**src/rtl/data_mem_ctrl.sv**
```systemverilog
// Data-memory controller: valid/ready request port, fixed-latency response,
// byte-lane load/store and misalignment/range error reporting.
module data_mem_ctrl #(
    parameter int DATA_W  = 32,
    parameter int DEPTH   = 64,
    parameter int LATENCY = 1
) (
    input  logic              clk,
    input  logic              rst,
    input  logic              req_valid,
    output logic              req_ready,
    input  logic              req_we,
    input  logic              req_byte,
    input  logic [31:0]       req_addr,
    input  logic [DATA_W-1:0] req_wdata,
    output logic              rsp_valid,
    output logic [DATA_W-1:0] rsp_rdata,
    output logic              err_misalign,
    output logic              err_range
);
    localparam int LANES = DATA_W / 8;
    localparam int OFS_W = $clog2(LANES);
    localparam int IDX_W = $clog2(DEPTH);
    localparam int CNT_W = 2;

    typedef enum logic [1:0] {IDLE, WAIT, RESP} state_t;

    state_t             state, state_d;
    logic [CNT_W-1:0]   count, count_d;
    logic [DATA_W-1:0]  mem [0:DEPTH-1];

    logic [OFS_W-1:0]   lane;
    logic [IDX_W-1:0]   idx;
    logic               mis, rng, accept, wr_ok;
    logic [DATA_W-1:0]  rd_word, load_data;
    logic [7:0]         rd_byte;
    logic [DATA_W-1:0]  rdata_q;
    logic               mis_q, rng_q;

    assign lane   = req_addr[OFS_W-1:0];
    assign idx    = req_addr[OFS_W +: IDX_W];
    assign mis    = !req_byte && (lane != '0);
    // Any address bit above the index field is out of range, as is an index past DEPTH.
    assign rng    = (32'(idx) >= DEPTH) || ((req_addr >> (OFS_W + IDX_W)) != 32'd0);
    assign accept = req_valid && req_ready;
    assign wr_ok  = accept && req_we && !mis && !rng;

    assign rd_word   = mem[idx];
    assign rd_byte   = rd_word[{lane, 3'b000} +: 8];
    assign load_data = (req_we || mis || rng) ? '0 :
                       req_byte ? {{(DATA_W-8){1'b0}}, rd_byte} : rd_word;

    // Array is deliberately not reset.
    always_ff @(posedge clk) begin
        if (wr_ok) begin
            if (req_byte)
                mem[idx][{lane, 3'b000} +: 8] <= req_wdata[7:0];
            else
                mem[idx] <= req_wdata;
        end
    end

    always_ff @(posedge clk or negedge rst) begin
        if (!rst) begin
            rdata_q <= '0;
            mis_q   <= 1'b0;
            rng_q   <= 1'b0;
        end else if (accept) begin
            rdata_q <= load_data;
            mis_q   <= mis;
            rng_q   <= rng;
        end
    end

    always_ff @(posedge clk or negedge rst) begin
        if (!rst) begin
            state <= IDLE;
            count <= '0;
        end else begin
            state <= state_d;
            count <= count_d;
        end
    end

    always_comb begin
        state_d = state;
        count_d = count;
        case (state)
            IDLE: if (accept) begin
                count_d = CNT_W'(LATENCY - 1);
                state_d = (LATENCY == 1) ? RESP : WAIT;
            end
            WAIT: begin
                count_d = count - 1'b1;
                if (count == CNT_W'(1)) state_d = RESP;
            end
            RESP: begin
                count_d = '0;
                state_d = IDLE;
            end
            default: begin
                count_d = '0;
                state_d = IDLE;
            end
        endcase
    end

    always_comb begin
        req_ready    = (state == IDLE) && rst;
        rsp_valid    = 1'b0;
        rsp_rdata    = '0;
        err_misalign = 1'b0;
        err_range    = 1'b0;
        if (state == RESP) begin
            rsp_valid    = 1'b1;
            rsp_rdata    = rdata_q;
            err_misalign = mis_q;
            err_range    = rng_q;
        end
    end

endmodule

```
**config.mk**
```make
export PLATFORM = sky130hd
export DESIGN_NAME = data_mem_ctrl
export DESIGN_NICKNAME = d
export VERILOG_FILES = /design/src/rtl/data_mem_ctrl.sv
export SDC_FILE = /design/constraint.sdc
export NUM_CORES = 2
export LEC_CHECK = 0
export CAP_MARGIN = 20
export CORE_MARGIN = 1
export CORE_UTILIZATION = 44
export CTS_CLUSTER_DIAMETER = 40
export DETAILED_ROUTE_END_ITERATION = 6
export PLACE_DENSITY_LB_ADDON = 0.25
export SYNTH_ARGS = -nofsm -noshare
export SYNTH_HDL_FRONTEND = slang
export SYNTH_SLANG_ARGS = --single-unit
export TNS_END_PERCENT = 50
```
**constraint.sdc**
```tcl
create_clock -name clk -period 3.7 [get_ports clk]
set_clock_uncertainty 0.05 [all_clocks]
set_input_delay 1.11 -clock clk [delete_from_list [all_inputs] [get_ports clk]]
set_output_delay 1.11 -clock clk [all_outputs]
set_load 0.005 [all_outputs]
```
-- Word-level counts from Yosys, hierarchy flattened
Memory sizes are Yosys's and may differ from the RTL's.
Cells that the tools add are included.
- $add $sub $neg: 2
- eq/ne operators: 5
- shift operators: 3
- muxes and demuxes: 49
- bitwise operators: 32
- reduce and logical (&&, ||, !) cells: 15
- operators with widths (operator ; number):
    2-to-1 mux 32 bit ; 4
    2-to-1 mux 1 bit ; 40
    OR 1 bit ; 32
    nonzero test 32 bit ; 1
    variable shift 8 x 7 -> 32 bit (first input constant) ; 1
    indexed part select 32 x 6 -> 8 bit ; 1
    indexed part select 8 x 7 -> 32 bit ; 1
    case mux 2 bit (2 select lines) ; 2
    negator 5 -> 7 bit ; 1
    logical AND 1 bit ; 6
    2-to-1 mux 2 bit ; 3
    == test 2 x 1 -> 1 bit (second input constant) ; 2
    != test 2 bit (second input constant) ; 2
    logical NOT 1 bit ; 3
    == test 2 bit (second input constant) ; 1
    logical NOT 2 bit ; 1
    logical OR 1 bit ; 2
    AND reduction 2 bit ; 1
    nonzero test 2 bit ; 1
    subtractor 2 x 1 -> 2 bit (second input constant) ; 1
- register bits after elaboration: 38
- bits in writable memories: 2048
- input port bits: 69
- output and inout bits: 36
- logic and storage cells: 112
- memories kept: 1
- memories (memory ; depth ; width ; read ports ; clocked after Yosys merged registers in ; write ports ; RTL line ; RTL):
    mem ; 64 ; 32 ; 1 ; 0 ; 1 ; 30 ; logic [DATA_W-1:0] mem [0:DEPTH-1];

-- Logic depth before layout (Yosys ltp)
- word-level depth: 9
- depth in mapped cells: 14
- depth with buffers taken out: 8

-- Worst setup path before layout
Ideal clock, no wire load.
- kind: input -> register
- from: in req_addr[0]
- to: mem mem[0][0], data pin
- library setup time: 514 ps
- data arrival time: 4304 ps
- data required time: 3136 ps
- slack: -1168 ps
- stages: 9
- buffers on the path: 3
- cell sequence: clkbuf_1 inv_1 clkbuf_1 ha_1 clkbuf_1 nand2_1 nor2_1 a21oi_1 nor2b_1
- cells in the longest elaborated chain, start to end: 8
- elaborated cells on any way between the ends: 10
- classes of those cells: add/sub (1); shift (1); mux (3); reduce/logical (5)
- RTL lines (item ; RTL line ; RTL):
    start, declared ; 14 ; input logic [31:0] req_addr,
    branches (longest 7 deep; another with negator 5 -> 7 bit) ; n/a ;
    2-to-1 mux 1 bit (no source line) (*) ; n/a ;
    end, declared ; 30 ;
Mark *: on every way between the ends.

-- Worst setup path in the final report
- from: in req_addr[3]
- to: reg rdata_q[1]
- cells in the longest elaborated chain, start to end: 4
- RTL lines (item ; RTL line ; RTL):
    memory read (64 x 32 bit) (*) ; n/a ;
    indexed part select 32 x 6 -> 8 bit ; 49 ; assign rd_byte = rd_word[{lane, 3'b000} +: 8];
    2-to-1 mux 32 bit (*) ; 51 ; req_byte ? {{(DATA_W-8){1'b0}}, rd_byte} : rd_word;
    2-to-1 mux 32 bit (*) ; 50 ; assign load_data = (req_we || mis || rng) ? '0 :
    end signal, assigned ; 69 ; rdata_q <= load_data;
    end, declared ; 37 ; logic [DATA_W-1:0] rdata_q;
Every way passes the cells marked *; elsewhere a longest branch is shown, timed or not.
A chain may end at the register's enable or synchronous reset.

==> out/qor.csv <==
metric,value,unit
status,"finished, violations left",
failed_checks,setup timing,
cts_setup_buffers,0,
r2r_cells,10,
yosysMostFrequentCell,edfxtp_1,
synth_area_leaders,"edfxtp_1 (75%), mux2i_1 (3.3%), mux4_2 (3.2%)",
nets,5946,
ys_seq_area_frac,0.762,
grt_first_pass_wirelength,408000,um
r2r_end,rdata_q[1]$_DFFE_PN0P_,
path_buf_inv,4,
period_minus_slack,3.75,ns
powerDensity,545,mW/mm^2
initial_core_util,0.445,
async_flop_share,0.0168,
synthTopCellsByCount,"edfxtp_1 (2048), nor2_1 (334), mux2i_1 (269)",
drt_iter0_drc,7878,
cts_made_buffers,301,
cts_hold_buf,0,
rsz0062_at_grt,no,
nFillCells,14100,
synth_flop_cell,edfxtp_1,
dp_slack,-0.884,ns
cp.required,4.44,ns
fin_hold_ws,0.226,ns
fp.dieH,433,um
worstSetupEndpointType,flop,
synth-warning-count,0,
drt_first_pass_iters,6,
drc_errors,0,
synth.largest_area_cell,edfxtp_1,
root_buffer,clkbuf_16,
cts.sink_count,2083,
routed_wl,297000,um
dp_hpwl,207000,um
antenna_found_initial,7,
post-route-util,0.569,
cts_tree,done,
r2r-start,mem[30][17]$_DFFE_PP_,
fin_area,0.105,mm^2
fin_crit_sh,1.01,
r2r_slack,0.61,ns
port-buffer-count,104,
netlist_area,0.0819,mm^2
hold_class,input pin to asynchronous set/reset pin,
clk_latency,0.94,ns
grt_pass1_vias,52100,
gp_congestion,0.986,
placed_area,0.0950,mm^2
die_w,433,um
clkTransAtPathRegs,0.06,ns
arrival,4.49,ns
core_area,0.184,mm^2
hold_viol,0,
max_stage_delay,0.73,ns
synth_seq_cells,2083,
netlist_instances,4689,
tightest_slew,1.03,ns
syn_to_final_growth,27.8,%
synth_nets,4763,
grt_use_total,0.314,
htreeDepth,5,
grt_max_degree,65,
vdd_drop_max,0.383,mV
path_max_fanout,38,
cp_common_cell,buf_4,
ys_types,80,
num_vias,53600,
synth-edff-count,2048,
cp_cell_sequence,"buf_8, buf_4, mux2i_1, o22ai_1, o31ai_1, buf_4, o221ai_1, nor4_1, buf_4, mux2i_1, a21oi_1, o21ai_1",
antenna_left,0,
netlist.area_leader.share,0.751,
fmax,0.266,GHz
grt_overflow,0,
slew_violations,0,
wl_per_cell,34.7,um
vias_per_cell,6.26,
finalSetupViolations,1,
slew_headroom,0.308,
criticalPathCategory,input pin to flop,
crit_path_start_kind,input pin,
cts_buffer_depth,4,
ios,105,
setup_ws,-0.0545,ns
cp_top_family,buffers and inverters,
drive_gt1_frac,0.317,
syn_area_per_cell,17.5,um^2
fp.dieArea,0.188,mm^2
fin_setup_tns,-0.0545,ns
num_rows,157,
leakagePower,0.0334,uW
slowest_stage,nor4_1,
drv_cap,0,
## routing by layer
| metal | wire, um | vias up | global-route usage | share of wire |
|---|---|---|---|---|
| met2 | 131000 | 3734 | 0.467 | 0.44 |
| met3 | 36400 | 835 | 0.0903 | 0.12 |
| met4 | 21500 | 4 | 0.195 | 0.073 |
| li1 | - | 21500 | - | - |
| met1 | 108000 | 27500 | 0.407 | 0.36 |
| met5 | 27 | - | 0 | 0.000091 |
## state kept, by name, summed over array words and instances, names as in the netlist
register  cells
mem        2048
rdata_q      32
rng_q         1
state         1
mis_q         1
## cell type report
type,count,area [um^2],share of cell area
antenna,4,10.0,0.0000956
clock buffer,336,7780,0.0743
clock inverter,184,1850,0.0177
inverter,8,38.8,0.000371
multi-input combinational,2265,18000,0.172
sequential,2083,62400,0.596
tap,2464,3080,0.0295
timing repair buffer,1213,11600,0.110
## through the flow
stage	total power [uW]	instances
2_1_floorplan	27700	4689
3_3_place_gp	29800	8033
3_5_place_dp	29800	8033
4_1_cts	57100	8553
5_1_grt	58100	8554
6_report	57000	8557
## cells by family (layout without fill, tap and decap cells)
logic type / after synthesis / after routing / share of synthesized area
compound gates: 987 / 987 / 0.0887
fa+ha+maj: 5 / 5 / 0.000764
buf+inv: 341 / 1741 / 0.0223
flops: 2083 / 2083 / 0.762
mux: 542 / 542 / 0.0866
other cells: 0 / 4 / 0
simple gates: 731 / 731 / 0.0400
## where the power goes
group	total, uW	switching, uW	leakage [uW]	internal, uW
Clock	27500	10700	0.00462	16900
Sequential	25800	2.97	0.0163	25800
Combinational	3640	2230	0.0125	1410
## how the worst max path moves through the flow
stage,startpoint,endpoint,slack [ns],cells past startpoint
floorplan,req_addr[20],mem[0][24]$_DFFE_PP_,-0.28,6
global placement,req_addr[3],rdata_q[0]$_DFFE_PN0P_,-0.91,14
detailed placement,req_addr[3],rdata_q[1]$_DFFE_PN0P_,-0.88,13
CTS,req_addr[3],rdata_q[7]$_DFFE_PN0P_,0.009,14
global route,req_addr[4],rdata_q[1]$_DFFE_PN0P_,0.002,13
finish,req_addr[3],rdata_q[1]$_DFFE_PN0P_,-0.05,12
## worst reg2reg max path: stages, from the launching register on
cell and delay, ns:
edfxtp_1 0.35, mux2i_1 0.21, o22ai_1 0.21, o31ai_1 0.33
buf_4 0.19, o221ai_1 0.21, nor4_1 0.73, buf_4 0.33
mux2i_1 0.11, a21oi_1 0.15, o21ai_1 0.08
## placed cells by master, fill, tap and decap left out, drive strengths merged, types with 15 or more instances in the layout
| cell | count |
|---|---|
| nor3 | 19 |
| o221ai | 16 |
| nand3 | 26 |
| inv | 47 |
| a221o | 37 |
| clkinv | 87 |
| nor4 | 17 |
| dfrtp | 35 |
| a21oi | 114 |
| clkbuf | 336 |
| o2bb2ai | 16 |
| mux2i | 269 |
| a22o | 83 |
| buf | 1113 |
| nor2b | 15 |
| nor2 | 334 |
| bufinv | 23 |
| a22oi | 195 |
| a211oi | 20 |
| a31oi | 24 |
| edfxtp | 2048 |
| a221oi | 178 |
| and2 | 44 |
| o22ai | 108 |
| mux4 | 117 |
| clkdlybuf4s50 | 100 |
| clkinvlp | 35 |
| nand2 | 208 |
| o21ai | 106 |
| mux2 | 156 |
## timing repair
| item | CTS | global route |
|---|---|---|
| gates resized for setup | 4 | 2 |
| setup endpoints to repair | 4 | 9 |
| pin swaps | 0 | 0 |
(Power assumes the default switching activity.)
